## src/rtl/multicycle_control_fsm.sv

```systemverilog
// Multi-cycle RV32I control unit: sequences FETCH/DECODE/EXEC/MEM/WB, decodes the
// latched instruction into datapath controls and traps on illegal opcodes or memory timeouts.
module multicycle_control_fsm #(
    parameter int unsigned XLEN        = 32,
    parameter int unsigned MEM_TIMEOUT = 16,
    parameter int unsigned TO_W        = $clog2(MEM_TIMEOUT + 1)
) (
    input  logic            clk,
    input  logic            nrst,
    input  logic [XLEN-1:0] mem_rdata,
    input  logic            mem_ack,
    output logic            mem_req,
    output logic [3:0]      alu_op,
    output logic [2:0]      branch_type,
    output logic            reg_write_en,
    output logic            alu_mux_en,
    output logic            mem_to_reg,
    output logic            load_byte,
    output logic            store_byte,
    output logic            read_mem,
    output logic            write_mem,
    output logic            pc_absolute_jump_vec,
    output logic            read_next_pc,
    output logic            ir_write_en,
    output logic            pc_write_en,
    output logic            instr_retired,
    output logic            trap,
    output logic [1:0]      trap_cause
);

    typedef enum logic [2:0] {
        S_FETCH,
        S_DECODE,
        S_EXEC,
        S_MEM,
        S_WB,
        S_TRAP
    } state_t;

    typedef enum logic [3:0] {
        C_ILLEGAL,
        C_OP,
        C_OPIMM,
        C_LUI,
        C_AUIPC,
        C_LOAD,
        C_STORE,
        C_BRANCH,
        C_JAL,
        C_JALR
    } iclass_t;

    localparam logic [3:0] ALU_ADD   = 4'd0;
    localparam logic [3:0] ALU_SUB   = 4'd1;
    localparam logic [3:0] ALU_SLL   = 4'd2;
    localparam logic [3:0] ALU_SLT   = 4'd3;
    localparam logic [3:0] ALU_SLTU  = 4'd4;
    localparam logic [3:0] ALU_XOR   = 4'd5;
    localparam logic [3:0] ALU_SRL   = 4'd6;
    localparam logic [3:0] ALU_SRA   = 4'd7;
    localparam logic [3:0] ALU_OR    = 4'd8;
    localparam logic [3:0] ALU_AND   = 4'd9;
    localparam logic [3:0] ALU_PASSB = 4'd10;

    localparam logic [2:0] BR_NONE = 3'd0;
    localparam logic [2:0] BR_BEQ  = 3'd1;
    localparam logic [2:0] BR_BNE  = 3'd2;
    localparam logic [2:0] BR_BLT  = 3'd3;
    localparam logic [2:0] BR_BGE  = 3'd4;
    localparam logic [2:0] BR_BLTU = 3'd5;
    localparam logic [2:0] BR_BGEU = 3'd6;
    localparam logic [2:0] BR_JUMP = 3'd7;

    localparam logic [1:0] CAUSE_NONE    = 2'd0;
    localparam logic [1:0] CAUSE_ILLEGAL = 2'd1;
    localparam logic [1:0] CAUSE_FETCH   = 2'd2;
    localparam logic [1:0] CAUSE_DATA    = 2'd3;

    localparam logic [TO_W-1:0] TO_LAST = TO_W'(MEM_TIMEOUT - 1);

    state_t          state_q, state_d;
    logic [31:0]     ir_q;
    logic [TO_W-1:0] cnt_q, cnt_d;
    logic [1:0]      cause_q, cause_d;

    logic [6:0] opcode;
    logic [2:0] funct3;
    logic       alt;
    iclass_t    cls;

    logic [3:0] dec_alu;
    logic [2:0] dec_bt;
    logic       dec_mux, dec_abs, dec_lb, dec_sb, br_ok;
    logic       drive_dec;

    assign opcode = ir_q[6:0];
    assign funct3 = ir_q[14:12];
    assign alt    = ir_q[30];

    logic unused_ir;
    assign unused_ir = ^{ir_q[31], ir_q[29:15], ir_q[11:7]};

    if (XLEN > 32) begin : g_wide
        logic unused_hi;
        assign unused_hi = ^mem_rdata[XLEN-1:32];
    end

    always_comb begin
        cls = C_ILLEGAL;
        case (opcode)
            7'b0110011: cls = C_OP;
            7'b0010011: cls = C_OPIMM;
            7'b0110111: cls = C_LUI;
            7'b0010111: cls = C_AUIPC;
            7'b0000011: cls = C_LOAD;
            7'b0100011: cls = C_STORE;
            7'b1100011: cls = C_BRANCH;
            7'b1101111: cls = C_JAL;
            7'b1100111: cls = C_JALR;
            default:    cls = C_ILLEGAL;
        endcase
    end

    // Decoded controls are a pure function of ir_q, keeping mem_rdata off every control path.
    always_comb begin
        dec_alu = ALU_ADD;
        dec_bt  = BR_NONE;
        dec_mux = 1'b0;
        dec_abs = 1'b0;
        dec_lb  = 1'b0;
        dec_sb  = 1'b0;
        br_ok   = 1'b0;
        case (cls)
            C_OP, C_OPIMM: begin
                dec_mux = (cls == C_OPIMM);
                case (funct3)
                    3'b000:  dec_alu = (cls == C_OP && alt) ? ALU_SUB : ALU_ADD;
                    3'b001:  dec_alu = ALU_SLL;
                    3'b010:  dec_alu = ALU_SLT;
                    3'b011:  dec_alu = ALU_SLTU;
                    3'b100:  dec_alu = ALU_XOR;
                    3'b101:  dec_alu = alt ? ALU_SRA : ALU_SRL;
                    3'b110:  dec_alu = ALU_OR;
                    default: dec_alu = ALU_AND;
                endcase
            end
            C_LUI: begin
                dec_alu = ALU_PASSB;
                dec_mux = 1'b1;
            end
            C_AUIPC: dec_mux = 1'b1;
            C_LOAD: begin
                dec_mux = 1'b1;
                dec_lb  = (funct3 == 3'b000) || (funct3 == 3'b100);
            end
            C_STORE: begin
                dec_mux = 1'b1;
                dec_sb  = (funct3 == 3'b000);
            end
            C_BRANCH: begin
                br_ok = 1'b1;
                case (funct3)
                    3'b000:  dec_bt = BR_BEQ;
                    3'b001:  dec_bt = BR_BNE;
                    3'b100:  dec_bt = BR_BLT;
                    3'b101:  dec_bt = BR_BGE;
                    3'b110:  dec_bt = BR_BLTU;
                    3'b111:  dec_bt = BR_BGEU;
                    default: br_ok  = 1'b0;
                endcase
            end
            C_JAL: dec_bt = BR_JUMP;
            C_JALR: begin
                dec_bt  = BR_JUMP;
                dec_abs = 1'b1;
                dec_mux = 1'b1;
            end
            default: ;
        endcase
    end

    always_comb begin
        state_d              = state_q;
        cnt_d                = '0;
        cause_d              = cause_q;
        mem_req              = 1'b0;
        alu_op               = ALU_ADD;
        branch_type          = BR_NONE;
        reg_write_en         = 1'b0;
        alu_mux_en           = 1'b0;
        mem_to_reg           = 1'b0;
        load_byte            = 1'b0;
        store_byte           = 1'b0;
        read_mem             = 1'b0;
        write_mem            = 1'b0;
        pc_absolute_jump_vec = 1'b0;
        read_next_pc         = 1'b0;
        ir_write_en          = 1'b0;
        pc_write_en          = 1'b0;
        instr_retired        = 1'b0;
        trap                 = 1'b0;
        trap_cause           = cause_q;

        drive_dec = (state_q == S_EXEC) || (state_q == S_MEM) || (state_q == S_WB);
        if (drive_dec) begin
            alu_op               = dec_alu;
            branch_type          = dec_bt;
            alu_mux_en           = dec_mux;
            pc_absolute_jump_vec = dec_abs;
        end

        case (state_q)
            S_FETCH: begin
                mem_req  = 1'b1;
                read_mem = 1'b1;
                if (mem_ack) begin
                    ir_write_en = 1'b1;
                    state_d     = S_DECODE;
                end else if (cnt_q == TO_LAST) begin
                    state_d = S_TRAP;
                    cause_d = CAUSE_FETCH;
                end else begin
                    cnt_d = cnt_q + TO_W'(1);
                end
            end
            S_DECODE: begin
                if (cls == C_ILLEGAL) begin
                    state_d = S_TRAP;
                    cause_d = CAUSE_ILLEGAL;
                end else begin
                    state_d = S_EXEC;
                end
            end
            S_EXEC: begin
                case (cls)
                    C_LOAD, C_STORE: state_d = S_MEM;
                    C_BRANCH: begin
                        if (br_ok) begin
                            pc_write_en   = 1'b1;
                            instr_retired = 1'b1;
                            state_d       = S_FETCH;
                        end else begin
                            state_d = S_TRAP;
                            cause_d = CAUSE_ILLEGAL;
                        end
                    end
                    C_OP, C_OPIMM, C_LUI, C_AUIPC, C_JAL, C_JALR: state_d = S_WB;
                    default: begin
                        state_d = S_TRAP;
                        cause_d = CAUSE_ILLEGAL;
                    end
                endcase
            end
            S_MEM: begin
                mem_req = 1'b1;
                if (cls == C_LOAD) begin
                    read_mem  = 1'b1;
                    load_byte = dec_lb;
                end else begin
                    write_mem  = 1'b1;
                    store_byte = dec_sb;
                end
                if (mem_ack) begin
                    if (cls == C_LOAD) begin
                        state_d = S_WB;
                    end else begin
                        pc_write_en   = 1'b1;
                        instr_retired = 1'b1;
                        state_d       = S_FETCH;
                    end
                end else if (cnt_q == TO_LAST) begin
                    state_d = S_TRAP;
                    cause_d = CAUSE_DATA;
                end else begin
                    cnt_d = cnt_q + TO_W'(1);
                end
            end
            S_WB: begin
                reg_write_en  = 1'b1;
                pc_write_en   = 1'b1;
                instr_retired = 1'b1;
                mem_to_reg    = (cls == C_LOAD);
                load_byte     = dec_lb;
                read_next_pc  = (cls == C_JAL) || (cls == C_JALR);
                state_d       = S_FETCH;
            end
            S_TRAP: trap = 1'b1;
            default: begin
                state_d = S_TRAP;
                cause_d = CAUSE_ILLEGAL;
            end
        endcase

        // Outputs are forced quiet while reset is held so an aborted transaction never retires.
        if (!nrst) begin
            mem_req              = 1'b0;
            alu_op               = ALU_ADD;
            branch_type          = BR_NONE;
            reg_write_en         = 1'b0;
            alu_mux_en           = 1'b0;
            mem_to_reg           = 1'b0;
            load_byte            = 1'b0;
            store_byte           = 1'b0;
            read_mem             = 1'b0;
            write_mem            = 1'b0;
            pc_absolute_jump_vec = 1'b0;
            read_next_pc         = 1'b0;
            ir_write_en          = 1'b0;
            pc_write_en          = 1'b0;
            instr_retired        = 1'b0;
            trap                 = 1'b0;
            trap_cause           = CAUSE_NONE;
        end
    end

    always_ff @(posedge clk) begin
        if (!nrst) begin
            state_q <= S_FETCH;
            ir_q    <= '0;
            cnt_q   <= '0;
            cause_q <= CAUSE_NONE;
        end else begin
            state_q <= state_d;
            cnt_q   <= cnt_d;
            cause_q <= cause_d;
            if (ir_write_en) begin
                ir_q <= mem_rdata[31:0];
            end
        end
    end

endmodule
```

## config.mk

```make
export PLATFORM = sky130hd
export DESIGN_NAME = multicycle_control_fsm
export DESIGN_NICKNAME = d
export VERILOG_FILES = /design/src/rtl/multicycle_control_fsm.sv
export SDC_FILE = /design/constraint.sdc
export NUM_CORES = 1
export LEC_CHECK = 0
export CORE_ASPECT_RATIO = 1.25
export CORE_MARGIN = 10
export CORE_UTILIZATION = 23
export CTS_CLUSTER_DIAMETER = 200
export DETAILED_ROUTE_END_ITERATION = 6
export SKIP_CTS_REPAIR_TIMING = 1
export SLEW_MARGIN = 40
export SYNTH_ARGS = -nofsm -noshare
export SYNTH_HDL_FRONTEND = slang
export SYNTH_SLANG_ARGS = --single-unit
```

## constraint.sdc

```tcl
create_clock -name clk -period 2.6 [get_ports clk]
set_clock_uncertainty 0.1 [all_clocks]
set_input_delay 0.78 -clock clk [delete_from_list [all_inputs] [get_ports clk]]
set_output_delay 0.78 -clock clk [all_outputs]
set_load 0.01 [all_outputs]
```

==> Word-level counts from Yosys, hierarchy flattened <==
Index checks and enable logic that the tools add are counted.
{ "word_totals": {"wordCells": 133, "inputBits": 35, "output_inout_bits": 23, "regBits": 41} }
{ "op_classes": {"eq_ne": 38, "bitwise": 3, "reduce_logical": 19, "n_mux": 68, "addsub": 1} }
{ "ops": {"columns": ["operator", "n"], "rows": [
  ["2-to-1 mux 1 bit", 38],
  ["one-hot mux 3 bit (6 select lines)", 2],
  ["one-hot mux 4 bit (9 select lines)", 1],
  ["one-hot mux 4 bit (7 select lines)", 1],
  ["2-to-1 mux 3 bit", 8],
  ["equality test 7 x 6 -> 1 bit, second input constant", 3],
  ["equality test 7 bit, second input constant", 3],
  ["equality test 3 bit, second input constant", 6],
  ["equality test 4 x 3 -> 1 bit, second input constant", 4],
  ["equality test 7 x 5 -> 1 bit, second input constant", 2],
  ["2-to-1 mux 2 bit", 7],
  ["equality test 3 x 2 -> 1 bit, second input constant", 4],
  ["OR reduction 6 bit", 2],
  ["inequality test 2 bit, second input constant", 5],
  ["one-hot mux 2 bit (5 select lines)", 1],
  ["OR reduction 2 bit", 5],
  ["one-hot mux 3 bit (3 select lines)", 1],
  ["equality test 4 x 2 -> 1 bit, second input constant", 2],
  ["equality test 4 bit, second input constant", 2],
  ["2-to-1 mux 4 bit", 2],
  ["one-hot mux 4 bit (2 select lines)", 1],
  ["AND reduction 8 bit", 1],
  ["OR reduction 8 bit", 1],
  ["equality test 7 x 2 -> 1 bit, second input constant", 1],
  ["17 further kinds", 26]
]} }

==> Longest topological paths before layout <==
Gate-level depths: netlist of run 1.
{ "depth": {"word_depth": 9, "ltp_mapped": 8, "ltp_nobuf": 8} }

==> Worst setup path after synthesis of run 1 <==
No wires, ideal clock.
{ "synth_path": {"kind": "input to output", "startpoint": "input port nrst", "endpoint": "output port alu_op[0]", "cell_stages": 4, "t_required_ns": 1.720, "t_arrival_ns": 1.746, "n_path_buf": 0, "path_slack_ns": -0.026, "cell_sequence": "o21ai_2 > or2_1 > or3b_4 > a2111oi_4"} }
{ "synth_via": {"elab_chain_cells": 1} }
{ "synth_rtl": {"columns": ["item", "line_no", "rtl"], "rows": [
  ["start: declaration", "9", "input logic nrst,"],
  ["2-to-1 mux 4 bit", "295", "if (!nrst) begin"],
  ["end: declaration", "13", "output logic [3:0] alu_op,"]
]} }
Every way passes these cells.

==> Final worst setup path of run 1 <==
Ends and elaborated chain as after synthesis.

==> results of run 1 <==
worst max path at each step:
stage                          start   endpoint  slack, ns  cells past startpoint
final                           nrst  alu_op[0]      -0.28                      6
after global routing      state_q[2]  alu_op[0]      -0.38                      6
after CTS                       nrst  alu_op[0]      -1.13                      6
after detailed placement        nrst  alu_op[0]      -1.13                      6
after global placement          nrst  alu_op[0]      -1.11                      6
after floorplan                 nrst  alu_op[0]      -0.03                      4
layout make-up:
cell class | count | share of cell area (%)
sequential | 21 | 18.8
clock buffer | 4 | 1.99
multi-input combinational | 153 | 45.0
timing repair buffer | 76 | 28.8
inverter | 4 | 0.663
tap | 85 | 4.70
power breakdown:
group	switching (mW)	total [mW]	leakage (nW)	internal (mW)
Sequential	0.0215	0.365	0.173	0.344
Clock	0.107	0.216	0.0228	0.109
Combinational	0.114	0.237	0.824	0.122
Total	0.243	0.817	1.02	0.575
worst max-delay path: cells and delay by family:
kind	cells	cell delay [ns]
compound gates	2	0.25
buf+inv	2	0.29
simple gates	2	0.67
layout by cell type, fill, tap and decap left out, types with 2 or more instances in the layout:
master           instances
dfxtp_2                  2
and2_1                   3
a21oi_2                  6
nand3_1                  3
buf_6                    6
o21ai_0                  9
buf_2                   14
o211ai_1                 2
ha_1                     2
a21oi_1                  4
nor2_1                  17
nor2_2                   2
o31a_1                   2
nor2b_1                  5
and3_4                   2
nand2b_1                 6
nand2_1                 35
nand3b_1                 2
dlymetal6s2s_1           8
clkbuf_8                 3
dfxtp_1                 18
clkdlybuf4s50_1         11
inv_1                    4
nand4b_1                 2
and3_1                   3
buf_4                   34
a21boi_0                13
nor3_1                   3
state kept, by name, summed over array words and instances (netlist names):
name,flops
cause_q,2
ir_q,11
cnt_q,5
state_q,3
kinds of logic after synthesis:
family / Yosys count / synth area share [%]
muxes: 2 / 1.70
and+or+nand+nor: 101 / 37.6
xor gates and xnor gates: 2 / 1.19
buffers and inverters: 20 / 6.39
AOI/OAI and AO/OA: 46 / 22.8
adders and majority gates: 2 / 1.70
DFF: 21 / 28.6
metal layers:
metal  global-route usage (%)  share of wire (%)
met1                     9.00                 43
met2                     16.0                 51
met3                     1.57                4.0
met4                     4.04                2.6
met5                        0                  0
==> run metrics, run 1 <==
status finished with violations; failing checks setup timing; net count after synthesis about 230; CP endpoint kind primary output; most common cell in the synthesized netlist nand2_1; Die Y about 110 um; Initial Util between 20% and 30%; CP Launch Type input port; Crit Path Category in -> out; PwrDens roughly 360 mW/mm^2; hold slack approximately 0.37 ns; final setup margin -0.277 ns; ys async rst share 0%; number of CTS-inserted buffers 3; Final period util 111%; worst-case reg-to-reg path depth 8; ANT cells 0; GRT Overall Usage roughly 8.5%; cell accounting for the most synthesized area dfxtp_1; Max rail drop VDD roughly 0.14 mV; Placed Cells 334; vias per cell 4.52; Pwr Total around 820 uW; Multi-input gate area 0.00102 mm^2; RR Startpoint cnt_q[0]; Hold Vio Cnt, Final 0; Max Fanout on Critical Path 4; Crit path arrival time approximately 2.0 ns; Top FF cell, synth dfxtp_1; worst min path class reg -> reg; Mean Syn Cell Area around 7.6 um^2; starting DRC count in detailed routing approximately 100; number of flops mapped to enable cells by yosys 0; Peak Freq approximately 350 MHz; Die ar. 0.0100 mm^2; minimum clock period about 2.9 ns; Worst Hold End cnt_q[0]; post-detailed-placement half-perimeter wirelength 3470 um; pre-CTS setup slack -1.13 ns; Mapped Area about 0.0015 mm^2; DRT Wirelength around 4500 um; Fillers 673; num rows 32; leakage power 1.02 nW; Yosys cell types 52; RSZ-0062 raised after global routing true; Relative slew margins 67.4%; Hold Path Depth 1; Max stage delay cell, worst path or3b_4; FF/Latch Area 427 um^2; post-route cell area between 0.002 and 0.0025 mm^2; final core utilization 36.5%; io pins between 50 and 60; synth cell count leaders 36 x nand2_1, 21 x dfxtp_1, 19 x nor2_1; area growth from synthesis to layout 54.2%; antenna violations before repair 0; top cells by area, synth dfxtp_1 29%, nand2_1 9.2%, a21boi_0 6.6%, nor2_1 4.9%, a21oi_1 3.4%; via count 1552; Slew @ Worst Pin 0.488 ns; flop2flop setup slack around 0.53 ns; # nets final slightly below 300; Max Cap Violations 0; Max Slew Vio Count 0; CTS tree yes; required time of the critical path ~1.7 ns; first-pass GRT wire length approximately 7100 um; CTS H-Tree Depth 1; IO buf count 36; Max stage delay on crit path between 0.4 and 0.5 ns; final global-route overflow total 0; Clock transition at path regs 0.08 ns; sequential share of the synthesized area ~29%; pin count of the biggest net entering global routing 24; setup tns final -0.896 ns; Root Driver clkbuf_8; Max Root-Sink Buffers 2; Yosys top cell area share between 20 and 30%; layout cells sized above 1 35.7%; CORE AREA 0.00621 mm^2; Detail Route Antenna Nets 0; clock sink count 21; FF-to-FF End cause_q[1]; Post-Synthesis Cells 194; number of synthesized register bits 21; First-pass DRT Iterations 4; vias in the first global route about 1600; YS warnings 0; final routed DRC violation total 0; Die W about 91 um; final cell count without fillers ~340; crit-path cells buf_6, o21ai_2, or2_1, or3b_4, a2111oi_4, buf_2; placer congestion estimate 0.922; Area after DPL 0.00212 mm^2; hold path startpoint cnt_q[0]; final setup violation count 4; Wirelength per Cell approximately 13 um; Worst-Skew Late Latency around 0.26 ns
Note: power is estimated with default switching activity, not from simulation.
==> run 2, diff against run 1 <==
CTS_CLUSTER_SIZE = 30   (was unset)
SLEW_MARGIN = unset   (was 40)
==> results of run 2 <==
The final DEF is identical to that of run 1; final timing and power are the same.
